<file path="src/rtl/cmp_nic_pkg.sv">
`default_nettype none
// +----------------------------------------------------------------------+
// | Module      : cmp_nic_pkg                                            |
// | Description : Shared constants for the CMP network interface:        |
// |               register address map, VC bit index, default width.     |
// | Revision    : 1.0 - initial release                                  |
// +----------------------------------------------------------------------+
package cmp_nic_pkg;

  localparam int unsigned DATA_W_DEFAULT = 64;

  // Register address map seen by the processor
  localparam logic [1:0] ADDR_ICB = 2'b00;
  localparam logic [1:0] ADDR_ISR = 2'b01;
  localparam logic [1:0] ADDR_OCB = 2'b10;
  localparam logic [1:0] ADDR_OSR = 2'b11;

  // Virtual-channel bit of an outgoing packet (bit 0 is the MSB)
  localparam int unsigned VC_BIT = 0;

endpackage : cmp_nic_pkg
`default_nettype wire

</file>
<file path="src/rtl/cmp_nic_chbuf.sv">
`default_nettype none
// +----------------------------------------------------------------------+
// | Module      : cmp_nic_chbuf                                          |
// | Description : One-entry channel buffer with a full flag. A load      |
// |               strobe captures data and sets full; a clear strobe     |
// |               drops the full flag. Load wins if both are asserted.   |
// | Revision    : 1.0 - initial release                                  |
// +----------------------------------------------------------------------+
module cmp_nic_chbuf
  import cmp_nic_pkg::*;
#(
  parameter int unsigned DATA_W = DATA_W_DEFAULT
) (
  input  logic              clk,
  input  logic              reset,
  input  logic              load,
  input  logic              clear,
  input  logic [0:DATA_W-1] din,
  output logic [0:DATA_W-1] data,
  output logic              full
);

  logic [0:DATA_W-1] r_data;
  logic              r_full;

  // Entry storage and occupancy flag; reset overrides any same-edge strobe
  always_ff @(posedge clk) begin
    if (reset) begin
      r_data <= '0;
      r_full <= 1'b0;
    end else if (load) begin
      r_data <= din;
      r_full <= 1'b1;
    end else if (clear) begin
      r_full <= 1'b0;
    end
  end

  assign data = r_data;
  assign full = r_full;

endmodule : cmp_nic_chbuf
`default_nettype wire

</file>
<file path="src/rtl/cmp_nic.sv">
`default_nettype none
// +----------------------------------------------------------------------+
// | Module      : cmp_nic                                                |
// | Description : Memory-mapped network interface between a processor   |
// |               pipeline and a router. One-entry input and output      |
// |               channel buffers with status registers.                 |
// |               Optional: NIC_POLARITY_CHECK_EN gates sends on the     |
// |               packet VC bit matching the router polarity.            |
// | Revision    : 1.0 - initial release                                  |
// +----------------------------------------------------------------------+
module cmp_nic
  import cmp_nic_pkg::*;
#(
  parameter int unsigned DATA_W = DATA_W_DEFAULT
) (
  input  logic              clk,
  input  logic              reset,
  input  logic [0:1]        addr,
  input  logic [0:DATA_W-1] d_in,
  output logic [0:DATA_W-1] d_out,
  input  logic              nicEn,
  input  logic              nicWrEn,
  input  logic              net_si,
  output logic              net_ri,
  input  logic [0:DATA_W-1] net_di,
  output logic              net_so,
  input  logic              net_ro,
  output logic [0:DATA_W-1] net_do,
  input  logic              net_polarity
);

  logic              w_rd;
  logic              w_wr;
  logic              w_icb_load;
  logic              w_icb_clear;
  logic              w_ocb_load;
  logic              w_pol_ok;
  logic              w_icb_full;
  logic              w_ocb_full;
  logic [0:DATA_W-1] w_icb;
  logic [0:DATA_W-1] w_ocb;

  assign w_rd = nicEn & ~nicWrEn;
  assign w_wr = nicEn & nicWrEn;

  // Router side: accept whenever the input buffer is empty
  assign net_ri     = ~w_icb_full;
  assign w_icb_load = net_si & net_ri;
  // Reading the input buffer consumes it; clearing an empty flag is a no-op
  assign w_icb_clear = w_rd & (addr == ADDR_ICB);

  // A store to a full output buffer is dropped; a same-edge send still
  // sees the pre-edge full flag, so that store is dropped as well
  assign w_ocb_load = w_wr & (addr == ADDR_OCB) & ~w_ocb_full;

`ifdef NIC_POLARITY_CHECK_EN
  assign w_pol_ok = (w_ocb[VC_BIT] == net_polarity);
`else
  assign w_pol_ok = 1'b1;
  logic w_unused_pol;
  assign w_unused_pol = net_polarity;
`endif

  assign net_so = w_ocb_full & net_ro & w_pol_ok;
  assign net_do = w_ocb;

  cmp_nic_chbuf #(.DATA_W(DATA_W)) u_icb (
    .clk   (clk),
    .reset (reset),
    .load  (w_icb_load),
    .clear (w_icb_clear),
    .din   (net_di),
    .data  (w_icb),
    .full  (w_icb_full)
  );

  cmp_nic_chbuf #(.DATA_W(DATA_W)) u_ocb (
    .clk   (clk),
    .reset (reset),
    .load  (w_ocb_load),
    .clear (net_so),
    .din   (d_in),
    .data  (w_ocb),
    .full  (w_ocb_full)
  );

  // Processor load path: register select by address, zero when not loading
  always_comb begin
    d_out = '0;
    if (w_rd) begin
      case (addr)
        ADDR_ICB: d_out = w_icb;
        ADDR_ISR: d_out = {{(DATA_W-1){1'b0}}, w_icb_full};
        ADDR_OCB: d_out = w_ocb;
        ADDR_OSR: d_out = {{(DATA_W-1){1'b0}}, w_ocb_full};
        default:  d_out = '0;
      endcase
    end
  end

endmodule : cmp_nic
`default_nettype wire
</file>
<file path="config.mk">
export PLATFORM = sky130hd
export DESIGN_NAME = cmp_nic
export DESIGN_NICKNAME = d
export VERILOG_FILES = /design/src/rtl/cmp_nic_pkg.sv /design/src/rtl/cmp_nic_chbuf.sv /design/src/rtl/cmp_nic.sv
export SDC_FILE = /design/constraint.sdc
export NUM_CORES = 1
export LEC_CHECK = 0
export CAP_MARGIN = 20
export CORE_ASPECT_RATIO = 1.2
export CORE_MARGIN = 2
export CORE_UTILIZATION = 46
export CTS_BUF_LIST = sky130_fd_sc_hd__clkbuf_2
export CTS_CLUSTER_SIZE = 40
export DETAILED_ROUTE_END_ITERATION = 8
export GPL_TIMING_DRIVEN = 0
export PLACE_DENSITY = 0.95
export SLEW_MARGIN = 5
export SYNTH_ARGS = -nofsm -noshare
export SYNTH_HDL_FRONTEND = slang
export SYNTH_SLANG_ARGS = --single-unit
</file>
<file path="constraint.sdc">
create_clock -name clk -period 2.1 [get_ports clk]
set_input_delay 0.42 -clock clk [delete_from_list [all_inputs] [get_ports clk]]
set_output_delay 0.42 -clock clk [all_outputs]
set_load 0.03 [all_outputs]
</file>
### Yosys cells after proc, flatten, opt, wreduce, memory -nomap -nowiden

Cells that the tools add are included.

* flip-flop bits (word level): 130
* logic and storage cells: 26

* eq/ne operators: 3
* muxes and demuxes: 6
* bitwise operators: 10
* reductions and logical operators: 3

Operator list (count)
* $pmux 64 s4: 1
* $mux 64: 1
* $and 1x1->1: 7
* $eq 2x2->1 const B: 2
* $mux 1: 4
* $reduce_bool 2->1: 2
* $not 1->1: 3
* $eq 2x1->1 const B: 1
* $logic_not 2->1: 1

### Depth between registers and ports, before layout

* depth in word-level cells: 5
* depth in mapped cells: 5
* depth with buffers taken out: 3

### Hierarchy

Synthesis repeated with hierarchy kept, for this count alone.

* cells, all modules: 506
* area, all modules: 5521.5 sq um

By module, submodules not included
* cmp_nic_chbuf: times used 2, cells an instance 210, area each 2344.7 sq um, seq. area each 1301.2 sq um
* cmp_nic: times used 1, cells an instance 86, area each 832.0 sq um, seq. area each 0.0 sq um

### Worst setup path after synthesis

OpenSTA, ideal clock, no wires.

* path type: in2out
* start point: input port nicWrEn
* end point: output port d_out[10] (netlist bit)
* arrival time: 1.415 ns
* required time: 1.680 ns
* slack: 0.265 ns
* stages: 4
* path buffers: 1
* path through: nand2b_1 nor3_4 buf_2 a22o_1

* word-level cells in the longest chain between the ends: 3

RTL lines
* from (decl): RTL line cmp_nic.sv:22 `input logic nicWrEn,`
* $not 1->1: RTL line cmp_nic.sv:43 `assign w_rd = nicEn & ~nicWrEn;`
* $and 1x1->1: RTL line cmp_nic.sv:43
* $mux 64: RTL line cmp_nic.sv:90 `if (w_rd) begin`
* to (decl): RTL line cmp_nic.sv:20 `output logic [0:DATA_W-1] d_out,`

Every way passes these cells.

### Worst setup path after layout

* start point: register u_icb.r_full (netlist: u_icb.full)
* end point: output port d_out[63] (netlist bit)

* word-level cells in the longest chain between the ends: 2

RTL lines
* from (decl): RTL line cmp_nic_chbuf.sv:24 `logic r_full;`
* from (signal assigned): RTL line cmp_nic_chbuf.sv:30 `r_full <= 1'b0;`
* from (signal assigned): RTL line cmp_nic_chbuf.sv:33 `r_full <= 1'b1;`
* from (signal assigned): RTL line cmp_nic_chbuf.sv:35 `r_full <= 1'b0;`
* $pmux 64 s4: RTL line cmp_nic.sv:91 `case (addr)`
* $mux 64: RTL line cmp_nic.sv:90

Every way passes these cells.

==> impl_metrics.ini <==
[clock_tree]
path_clk_slew_ns = 0.19
htree_levels = 4
numCtsBuffers = 17
cts_tree = done
clock_latency_ns = 0.70
cts_sinks = 130
root_buffer = clkbuf_2
clk_path_buf_depth = 2
hold_buffers = 0

[worst_setup_path]
path_class = register to primary output
r2r_start = u_icb.full
reg2regPathDepth = 6
critPathMaxFanout = 3
arrival_ns = 1.80
r2r_slack_ns = 0.46
end_kind = primary output
timing.rr.end = u_icb.data[2]
cp-start-kind = register
critPathRequiredTime_ns = 1.68

[final_layout]
register_area_um2 = 2609
area_growth_syn_to_layout_pct = 55.62
stdcell_count = 1124
nets = 1083
drive_above_1_share_pct = 16.06
fin_area_um2 = 9105
multi_input_comb_area_um2 = 2963
fillers = 954

[timing]
rsz0062_at_grt = yes
slew_viol_final = 0
timing.slew.headroom_pct = 67.25
tightest_slew_ns = 0.4912
clock_skew_ns = 0.02299
fin_ws_ns = -0.1241
finalSetupViolations = 1
layout_min_cycle_time_ns = 2.224
fin_crit_sh_pct = 105.9
hold_ws_ns = 0.2301
hold_viol_final = 0
fmax_mhz = 449.6

[status]
violations = setup timing
status = finished with violations

[min_path]
hold_class = primary input to register
worstHoldEndpoint = u_ocb.data[52]
min_path_cells = 3
hold_start = reset

[run]
drv_cap = 0

[global_routing]
grt_pass1_vias = 5843
grt.total_usage_pct = 28.26
grt-ovfl-total = 0
grt_first_pass_wirelength_um = 30000
antenna_found_initial = 1
grt_max_degree = 17

[die]
fp.dieW_um = 107.0
initial_core_util_pct = 46.60
die_area_um2 = 13640
die_h_um = 127.5
rows = 45
io-pin-count = 267
design.core.area_um2 = 12560

[yosys]
ys_types = 22
ys_seq_area_share_pct = 44.48
synth_nets = 784
ys_warn_count = 0
synth_area_um2 = 5851
avgSynthCellArea_um2 = 9.043
yosys_register_bits = 130
syn_inst = 647

[power_and_ir_drop]
powerDensity_nw_per_um2 = 588.8
p_leak_nw = 3.844
peakVddDrop_uv = 325.9
p_total_mw = 5.361

[placement]
routabilityCongestion = 0.8625
hpwl_um = 14140
dp.cells = 1075
port_buffers = 264
placed_cell_area_um2 = 8698

[detailed_routing]
drt_iter0_drc = 352
first_pass_iters = 8
routedWlPerCell_um = 17.48
via_per_inst = 5.255
vias = 5907
drc = 0
wl_um = 19650
ant_nets = 0
-- layer usage --
| metal | track usage (%) | share of wire, % | vias to the layer above | wire length, µm |
|---|---|---|---|---|
| met3 | 6.888 | 6.4 | 55 | 1252 |
| met2 | 49.87 | 51 | 292 | 9989 |
| met1 | 32.18 | 39 | 2789 | 7668 |
| met4 | 12.53 | 3.8 | 0 | 739 |
| li1 | - | - | 2771 | - |
| met5 | 0 | 0 | - | 0 |
-- worst max-delay path: stages (launching register included) --
cell and delay (ns):
dfxtp_4 0.39, mux4_2 0.46, nor2b_4 0.14, buf_6 0.13
-- layout by cell type, fill, tap and decap left out, drive strengths merged --
cell type	netlist	final
nor2	2	2
clkbuf	18	42
o21ba	1	1
clkdlybuf4s50	0	130
bufinv	0	5
clkinv	0	6
clkdlybuf4s15	0	1
buf	36	114
clkinvlp	0	2
nor2b	3	3
nand2	129	129
dlygate4sd2	0	65
a22o	63	63
mux4	1	1
nor3	2	2
a211oi	1	1
and2	1	1
nand2b	131	131
inv	1	2
diode	0	1
a21oi	64	64
dfxtp	130	130
mux2i	64	64
-- Yosys cell counts --
library cell	number	area, µm²
nand2b_1	131	819.5
dfxtp_1	130	2603
nand2_1	129	484.2
a21oi_1	64	320.3
mux2i_1	64	640.6
a22o_1	63	551.8
buf_2	22	110.1
clkbuf_1	18	67.56
buf_1	7	26.28
buf_12	5	100.1
nor2b_1	3	18.77
a211oi_1	1	7.510
and2_1	1	6.260
buf_4	1	7.510
buf_6	1	11.26
inv_1	1	3.750
mux4_1	1	26.28
nor2_1	1	3.750
nor2_2	1	6.260
nor3_2	1	10.01
nor3_4	1	16.27
o21ba_1	1	10.01
-- worst max-delay path by stage --
stage	slack, ns	endpoint	depth (start not counted)	startpoint
global placement	-1.04	d_out[42]	6	addr[1]
finish	-0.12	d_out[63]	3	u_icb.full
global route	-0.21	d_out[63]	3	u_ocb.full
detailed placement	-1.11	d_out[60]	6	addr[1]
CTS	-0.18	d_out[63]	3	u_ocb.full
floorplan	0.27	d_out[10]	4	nicWrEn
-- where the power goes --
| group | total (mW) | switching [mW] | leakage, nW | internal, mW |
|---|---|---|---|---|
| Combinational | 0.849 | 0.398 | 2.62 | 0.451 |
| Sequential | 2.63 | 0.0650 | 1.06 | 2.57 |
| Clock | 1.88 | 0.974 | 0.167 | 0.903 |
| Total | 5.36 | 1.44 | 3.84 | 3.92 |
-- stage by stage --
stage,TNS [ns],util [%],worst slack [ns]
2_1_floorplan,0,-,0.2654
3_3_place_gp,-63.67,69.28,-1.039
3_5_place_dp,-66.19,69.28,-1.107
4_1_cts,-0.2025,71.61,-0.1789
5_1_grt,-0.2113,72.52,-0.2113
6_report,-0.1241,72.52,-0.1241
-- kinds of logic after synthesis --
group	count (synthesis)	share of synthesized area, %
AO/OA/AOI/OAI	129	15.21
multiplexers	65	11.40
flip-flops	130	44.48
buffers and inverters	55	5.582
AND/OR/NAND/NOR	268	23.33
-- sequential cells by signal, summed over array words and instances (netlist names) --
name / count
u_icb.data: 64
u_ocb.data: 64
u_icb.full: 1
u_ocb.full: 1
-- layout make-up --
type                       count  share of cell area (%)
multi-input combinational    462                   32.54
sequential                   130                   28.65
timing repair buffer         280                   28.56
buffer                        54                   4.617
clock inverter                14                   2.322
tap                          164                   2.254
clock buffer                  18                  0.9894
inverter                       1                 0.04123
antenna                        1                 0.02748
-- repair_timing --
| item | in CTS | in global routing |
|---|---|---|
| setup buffers | 10 | 3 |
| endpoints found under the setup margin | 130 | 65 |
| pin swaps | 4 | 5 |
| resized for setup | 492 | 20 |
| cloned | 1 | 2 |
Power figures use the tool's default switching activity.
